**config.mk**
```make
export PLATFORM = sky130hd
export DESIGN_NAME = sram_burst_reader
export DESIGN_NICKNAME = d
export VERILOG_FILES = /design/src/rtl/sram_burst_reader_pkg.sv /design/src/rtl/sram_burst_reader_fifo.sv /design/src/rtl/sram_burst_reader.sv
export SDC_FILE = /design/constraint.sdc
export NUM_CORES = 1
export LEC_CHECK = 0
export CAP_MARGIN = 20
export CORE_MARGIN = 2
export CORE_UTILIZATION = 25
export DETAILED_ROUTE_END_ITERATION = 16
export PLACE_DENSITY_LB_ADDON = 0.1
export SLEW_MARGIN = 10
export SYNTH_ARGS = -nofsm -noshare
export SYNTH_HDL_FRONTEND = slang
export SYNTH_SLANG_ARGS = --single-unit
```
**constraint.sdc**
```tcl
create_clock -name clk_i -period 4 [get_ports clk_i]
set_clock_uncertainty 0.05 [all_clocks]
set_input_delay 0.8 -clock clk_i [delete_from_list [all_inputs] [get_ports clk_i]]
set_output_delay 0.8 -clock clk_i [all_outputs]
set_load 0.02 [all_outputs]
```
**src/rtl/sram_burst_reader_pkg.sv**
```systemverilog
// Shared definitions for the SRAM burst reader.
//   - Default SRAM address/data widths. These must agree with the SRAM
//     controller and every other client of it.
//   - Default burst-length width and return-FIFO depth.
//   - Reader FSM state encoding.
package sram_burst_reader_pkg;

    localparam int SRAM_ADDR_BITS = 20;
    localparam int SRAM_DATA_BITS = 16;
    localparam int BURST_LEN_BITS = 16;
    localparam int RET_FIFO_DEPTH = 8;

    typedef enum logic [1:0] {
        ST_IDLE  = 2'd0,
        ST_ISSUE = 2'd1,
        ST_DRAIN = 2'd2
    } state_e;

endpackage

```
**src/rtl/sram_burst_reader_fifo.sv**
```systemverilog
// sync_fifo: single-clock, first-word-fall-through FIFO.
// Ports:
//   clk_i, rst_ni  clock and asynchronous active-low reset
//   push_i/data_i  write side
//   pop_i          read side; pop while empty is ignored
//   data_o         head word, valid while empty_o is low
//   empty_o        FIFO holds no words
//   count_o        number of words held, 0..DEPTH
module sync_fifo #(
    parameter  int WIDTH = 16,
    parameter  int DEPTH = 8,
    localparam int AW    = $clog2(DEPTH)
) (
    input  logic             clk_i,
    input  logic             rst_ni,
    input  logic             push_i,
    input  logic [WIDTH-1:0] data_i,
    input  logic             pop_i,
    output logic [WIDTH-1:0] data_o,
    output logic             empty_o,
    output logic [AW:0]      count_o
);

    localparam logic [AW:0] FULL_CNT = (AW+1)'(DEPTH);

    logic [WIDTH-1:0] mem_q [DEPTH];
    logic [AW-1:0]    wr_ptr_q, rd_ptr_q;
    logic [AW:0]      count_q, count_d;
    logic             do_pop;

    assign empty_o = (count_q == '0);
    assign count_o = count_q;
    assign data_o  = mem_q[rd_ptr_q];
    assign do_pop  = pop_i && !empty_o;

    always_comb begin
        count_d = count_q;
        case ({push_i, do_pop})
            2'b10:   count_d = count_q + 1'b1;
            2'b01:   count_d = count_q - 1'b1;
            default: count_d = count_q;
        endcase
    end

    // Storage carries no reset; only the pointers define what is valid.
    always_ff @(posedge clk_i) begin
        if (push_i) mem_q[wr_ptr_q] <= data_i;
    end

    always_ff @(posedge clk_i or negedge rst_ni) begin
        if (!rst_ni) begin
            wr_ptr_q <= '0;
            rd_ptr_q <= '0;
            count_q  <= '0;
        end else begin
            if (push_i) wr_ptr_q <= wr_ptr_q + 1'b1;
            if (do_pop) rd_ptr_q <= rd_ptr_q + 1'b1;
            count_q <= count_d;
        end
    end

    // The writer must never push into a full buffer.
    a_no_overflow: assert property (@(posedge clk_i) disable iff (!rst_ni)
        !(push_i && count_q == FULL_CNT));

endmodule

```
**src/rtl/sram_burst_reader.sv**
```systemverilog
// sram_burst_reader: turns one (start_addr, len) command into len sequential
// single-word SRAM read requests, buffers the returned words and presents
// them as a valid/ready stream. Requests are credit-limited so that every
// word in flight already has a FIFO slot reserved.
// Ports:
//   clk_i, rst_ni                 clock, asynchronous active-low reset
//   start_i, start_addr_i, len_i  burst command (taken only when idle)
//   busy_o, done_o                status; done_o pulses once per burst
//   m_valid_o, m_data_o, m_ready_i  output word stream
//   sram_*                        request/return port of the SRAM controller
module sram_burst_reader
    import sram_burst_reader_pkg::*;
#(
    parameter int ADDR_BITS  = SRAM_ADDR_BITS,
    parameter int DATA_BITS  = SRAM_DATA_BITS,
    parameter int LEN_BITS   = BURST_LEN_BITS,
    parameter int FIFO_DEPTH = RET_FIFO_DEPTH
) (
    input  logic                 clk_i,
    input  logic                 rst_ni,
    input  logic                 start_i,
    input  logic [ADDR_BITS-1:0] start_addr_i,
    input  logic [LEN_BITS-1:0]  len_i,
    output logic                 busy_o,
    output logic                 done_o,
    output logic                 m_valid_o,
    output logic [DATA_BITS-1:0] m_data_o,
    input  logic                 m_ready_i,
    output logic                 sram_req_o,
    input  logic                 sram_ready_i,
    output logic                 sram_write_enable_o,
    output logic [ADDR_BITS-1:0] sram_addr_o,
    output logic [DATA_BITS-1:0] sram_write_data_o,
    input  logic [DATA_BITS-1:0] sram_read_data_i,
    input  logic                 sram_read_data_valid_i
);

    localparam int          CW      = $clog2(FIFO_DEPTH) + 1;
    localparam logic [CW:0] DEPTH_V = (CW+1)'(FIFO_DEPTH);

    state_e               state_q, state_d;
    logic [ADDR_BITS-1:0] addr_q, addr_d;
    logic [LEN_BITS-1:0]  rem_q, rem_d;
    logic [CW-1:0]        outst_q, outst_d;
    logic                 done_q, done_d;
    logic [CW-1:0]        fifo_cnt;
    logic                 fifo_empty;
    logic                 accept, rd_ok, credit_ok;

    // Words held plus words in flight must stay below the depth to issue.
    assign credit_ok  = ({1'b0, fifo_cnt} + {1'b0, outst_q}) < DEPTH_V;
    assign sram_req_o = (state_q == ST_ISSUE) && (rem_q != '0) && credit_ok;
    assign accept     = sram_req_o && sram_ready_i;
    // A return with nothing outstanding belongs to a burst killed by reset.
    assign rd_ok      = sram_read_data_valid_i && (outst_q != '0);

    assign busy_o              = (state_q != ST_IDLE);
    assign done_o              = done_q;
    assign m_valid_o           = !fifo_empty;
    assign sram_addr_o         = addr_q;
    assign sram_write_enable_o = 1'b0;
    assign sram_write_data_o   = '0;

    always_comb begin
        state_d = state_q;
        addr_d  = addr_q;
        rem_d   = rem_q;
        done_d  = 1'b0;
        case ({accept, rd_ok})
            2'b10:   outst_d = outst_q + 1'b1;
            2'b01:   outst_d = outst_q - 1'b1;
            default: outst_d = outst_q;
        endcase
        case (state_q)
            ST_IDLE: begin
                if (start_i) begin
                    if (len_i != '0) begin
                        addr_d  = start_addr_i;
                        rem_d   = len_i;
                        state_d = ST_ISSUE;
                    end else begin
                        done_d = 1'b1;
                    end
                end
            end
            ST_ISSUE: begin
                if (accept) begin
                    addr_d = addr_q + 1'b1;
                    rem_d  = rem_q - 1'b1;
                    if (rem_q == LEN_BITS'(1)) state_d = ST_DRAIN;
                end
            end
            ST_DRAIN: begin
                // Uses the next count so the last return finishes the burst
                // in the same cycle it lands in the FIFO.
                if (outst_d == '0) begin
                    done_d  = 1'b1;
                    state_d = ST_IDLE;
                end
            end
            default: state_d = ST_IDLE;
        endcase
    end

    always_ff @(posedge clk_i or negedge rst_ni) begin
        if (!rst_ni) begin
            state_q <= ST_IDLE;
            addr_q  <= '0;
            rem_q   <= '0;
            outst_q <= '0;
            done_q  <= 1'b0;
        end else begin
            state_q <= state_d;
            addr_q  <= addr_d;
            rem_q   <= rem_d;
            outst_q <= outst_d;
            done_q  <= done_d;
        end
    end

    sync_fifo #(
        .WIDTH (DATA_BITS),
        .DEPTH (FIFO_DEPTH)
    ) u_fifo (
        .clk_i   (clk_i),
        .rst_ni  (rst_ni),
        .push_i  (rd_ok),
        .data_i  (sram_read_data_i),
        .pop_i   (m_ready_i),
        .data_o  (m_data_o),
        .empty_o (fifo_empty),
        .count_o (fifo_cnt)
    );

    a_outst_bound: assert property (@(posedge clk_i) disable iff (!rst_ni)
        {1'b0, outst_q} <= DEPTH_V);

endmodule

```
==> summary.txt <==
Run status
  • Status: completed

Critical path
  • Worst-path cell chain: ha_1 > nor4b_1 > o211ai_1 > a31oi_1 > clkdlybuf4s50_1
  • Crit path kind: reg -> out
  • Bufs and invs on worst path: 1
  • CP Launch Type: flop
  • CP delay by family, top: buffers and inverters
  • CP peak stage delay: 0.64 ns
  • Slowest-stage cell, CP: clkdlybuf4s50_1
  • WP data arrival: 2.54 ns
  • Req. time, crit path: 3.15 ns
  • CP max FO: 5
  • Crit end category: output port

Clocking
  • Hold-fix buffers, CTS: 0
  • Clock root buffer: clkbuf_16
  • Clock Sink Count: 181
  • H-tree levels: 4
  • Setup Buffers After CTS: 0
  • CTS buffer count: 17
  • Max clock buf depth: 2
  • CTS resizes: 0
  • CTS tree: built
  • Worst-skew pair later-pin latency: 0.43 ns
  • Clock-pin transition on the worst setup and hold timing paths: 0.08 ns

Route
  • Iteration-0 DRC Markers: 268
  • DRT antenna net count: 0
  • Via count: 5439
  • TritonRoute pass-1 iters: 5
  • Post-route DRC: 0
  • DRT Wirelength: 21500 um
  • Wire per inst: 18.5 um
  • Via/cell ratio: 4.68

Synth
  • Post-synthesis sequential area ratio: 0.615
  • Yosys reg bits: 181
  • Cell count after synthesis: 599
  • Number of synthesized flops with an enable pin: 128
  • Top_reg_cell synth: edfxtp_1
  • Cell variety after synth: 52
  • Avg Cell Area, Syn: 14.0 um2
  • Syn Std Cell Area: 8410 um2
  • Async SR Flop Fraction: 0.293
  • Yosys Warn Count: 0

Timing
  • Final WS setup: 0.609 ns
  • Fin crit share: 0.848
  • Worst slew pin tran: 0.936 ns
  • RSZ-0062 raised after global routing: false
  • Final Hold Vio Count: 0
  • Max-slew violations: 0
  • Final setup vio count: 0
  • Min Tclk post-route: 3.39 ns
  • Final setup TNS: 0 ns
  • Max Freq: 295 MHz
  • Slew margin rel.: 0.375

Cells and area
  • Layout cells sized above 1: 0.162
  • Area grow syn2layout: 24.9%
  • Fin nets: 777
  • Commonest non-fill, non-tap cell in the layout: edfxtp_1
  • Layout fillers: 3346
  • Antenna fix cells: 0
  • Most frequent cells in the layout: 128 x edfxtp_1, 96 x clkdlybuf4s50_1, 52 x dfrtp_1

Die
  • Initial core utilization: 0.253
  • Top-Level Pins: 115
  • Die H: 187 um
  • Cell row count: 67
  • Die X: 187 um
  • Die area: 35100 um2
  • Area of the core: 33300 um2

Pwr
  • PwrDens: 663 nW/um2
  • Lkg Pwr: 3.61 nW
  • Maximum VDD drop: 0.274 mV

Place
  • Count of input and output buffers: 97
  • Gpl congestion: 0.801
  • Final HPWL DP: 13400 um
  • Pre-CTS setup slack: 0.501 ns

Global route
  • First-pass GRT wire length: 33200 um
  • Global router's overall resource usage: 0.124
  • Initial antenna violation count: 2
  • Vias in the first global route: 5617
  • Largest net degree at the start of global routing: 41
  • Global route total overflow: 0

Min path
  • Hold Crit Class: in -> async

Job
  • Max-Cap Viols: 0
cell usage after synthesis, types with 2 or more instances:
master | n | area (um2)
xnor2_1 | 7 | 61.3
inv_1 | 16 | 60.1
nand3_1 | 13 | 65.1
a31oi_1 | 28 | 175
mux2_2 | 17 | 191
a22oi_1 | 6 | 45.0
o211ai_1 | 7 | 52.6
a21oi_1 | 43 | 215
mux2i_1 | 2 | 20.0
buf_4 | 19 | 143
edfxtp_1 | 128 | 3840
mux4_2 | 32 | 721
nand2_1 | 16 | 60.1
nand2b_1 | 4 | 25.0
a41oi_1 | 4 | 35.0
nor2b_1 | 2 | 12.5
ha_1 | 15 | 188
and3_1 | 8 | 50.1
nor3b_1 | 2 | 15.0
dfrtp_1 | 53 | 1330
buf_2 | 3 | 15.0
nor3_1 | 9 | 45.0
fa_1 | 2 | 40.0
a21o_1 | 3 | 22.5
and2_1 | 3 | 18.8
nor2_1 | 50 | 188
nor4b_1 | 2 | 17.5
o22a_1 | 25 | 219
buf_6 | 6 | 67.6
o311a_1 | 3 | 30.0
o21ai_0 | 11 | 55.1
or4_1 | 5 | 37.5
clkbuf_1 | 21 | 78.8
nand4_1 | 5 | 31.3
xor2_1 | 4 | 35.0
nor4_1 | 9 | 56.3
state kept, by name (all words and copies together), names as in the netlist:
name	count
u_fifo.rd_ptr_q	3
rem_q	16
outst_q	4
state_q	2
sram_addr_o	20
done_o	1
u_fifo.mem_q	128
u_fifo.count_o	4
u_fifo.wr_ptr_q	3
through the flow:
step	util	instance area (um2)	power [W]	hold WS, ns	instances
after floorplan	-	8470	0.00443	0.410	615
after global placement	0.297	9900	0.00541	0.446	1129
after detailed placement	0.297	9900	0.00546	0.463	1129
after global routing	0.316	10500	0.00742	0.335	1163
final	0.316	10500	0.00697	0.327	1163
after CTS	0.315	10500	0.00712	0.486	1161
logic make-up after synthesis:
| kind of cell | count (synthesis) | share of synthesized area |
|---|---|---|
| other cells | 1 | 0.000446 |
| xor+xnor | 11 | 0.0115 |
| simple gates | 134 | 0.0816 |
| buf+inv | 66 | 0.0438 |
| flops | 181 | 0.615 |
| mux | 51 | 0.111 |
| fa+ha+maj | 17 | 0.0271 |
| compound gates | 138 | 0.110 |
power breakdown:
part           switching [W]  leakage (nW)  internal, W
logic                0.00142          1.55      0.00128
clock network       0.000794         0.276     0.000829
registers           0.000274          1.78      0.00238
area by class of cell:
type	instances	area, um2	area share
Sequential cell	181	5170	0.492
Tap cell	448	561	0.0534
Multi-Input combinational cell	368	2970	0.283
Clock inverter	14	141	0.0135
Inverter	16	60.1	0.00572
Timing Repair Buffer	118	1170	0.111
Clock buffer	18	429	0.0409
worst reg2reg max path: stages (launching register included):
cell and delay [ns]:
dfrtp_1 0.46, ha_1 0.32, nor4b_1 0.33, o2111ai_1 0.24
a31o_1 0.27, ha_1 0.24, ha_1 0.28, a21o_1 0.17
a21oi_1 0.17, mux2i_1 0.34, xor2_1 0.25, a31o_2 0.18
path summary, 6_finish.rpt:
kind,startpoint,end,cells after the start,slack [ns]
setup / recovery,outst_q[3],sram_req_o,5,0.61
hold / removal,rst_ni,sram_addr_o[4],1,0.33
setup reg to reg,outst_q[3],done_o,11,0.65
hold reg to reg,sram_addr_o[19],sram_addr_o[19],1,0.48
max in group asynchronous,rst_ni,sram_addr_o[16],2,2.92
min in group clk_i,sram_addr_o[19],sram_addr_o[19],1,0.48
per-layer routing:
metal / GRT usage / share of wire / vias to the layer above
li1: - / - / 2519
met1: 0.159 / 0.44 / 2765
met2: 0.211 / 0.50 / 138
met3: 0.0295 / 0.046 / 13
met4: 0.0354 / 0.0086 / 4
met5: 0 / 0.0011 / -
No activity file was read; power rests on OpenSTA's default activity.
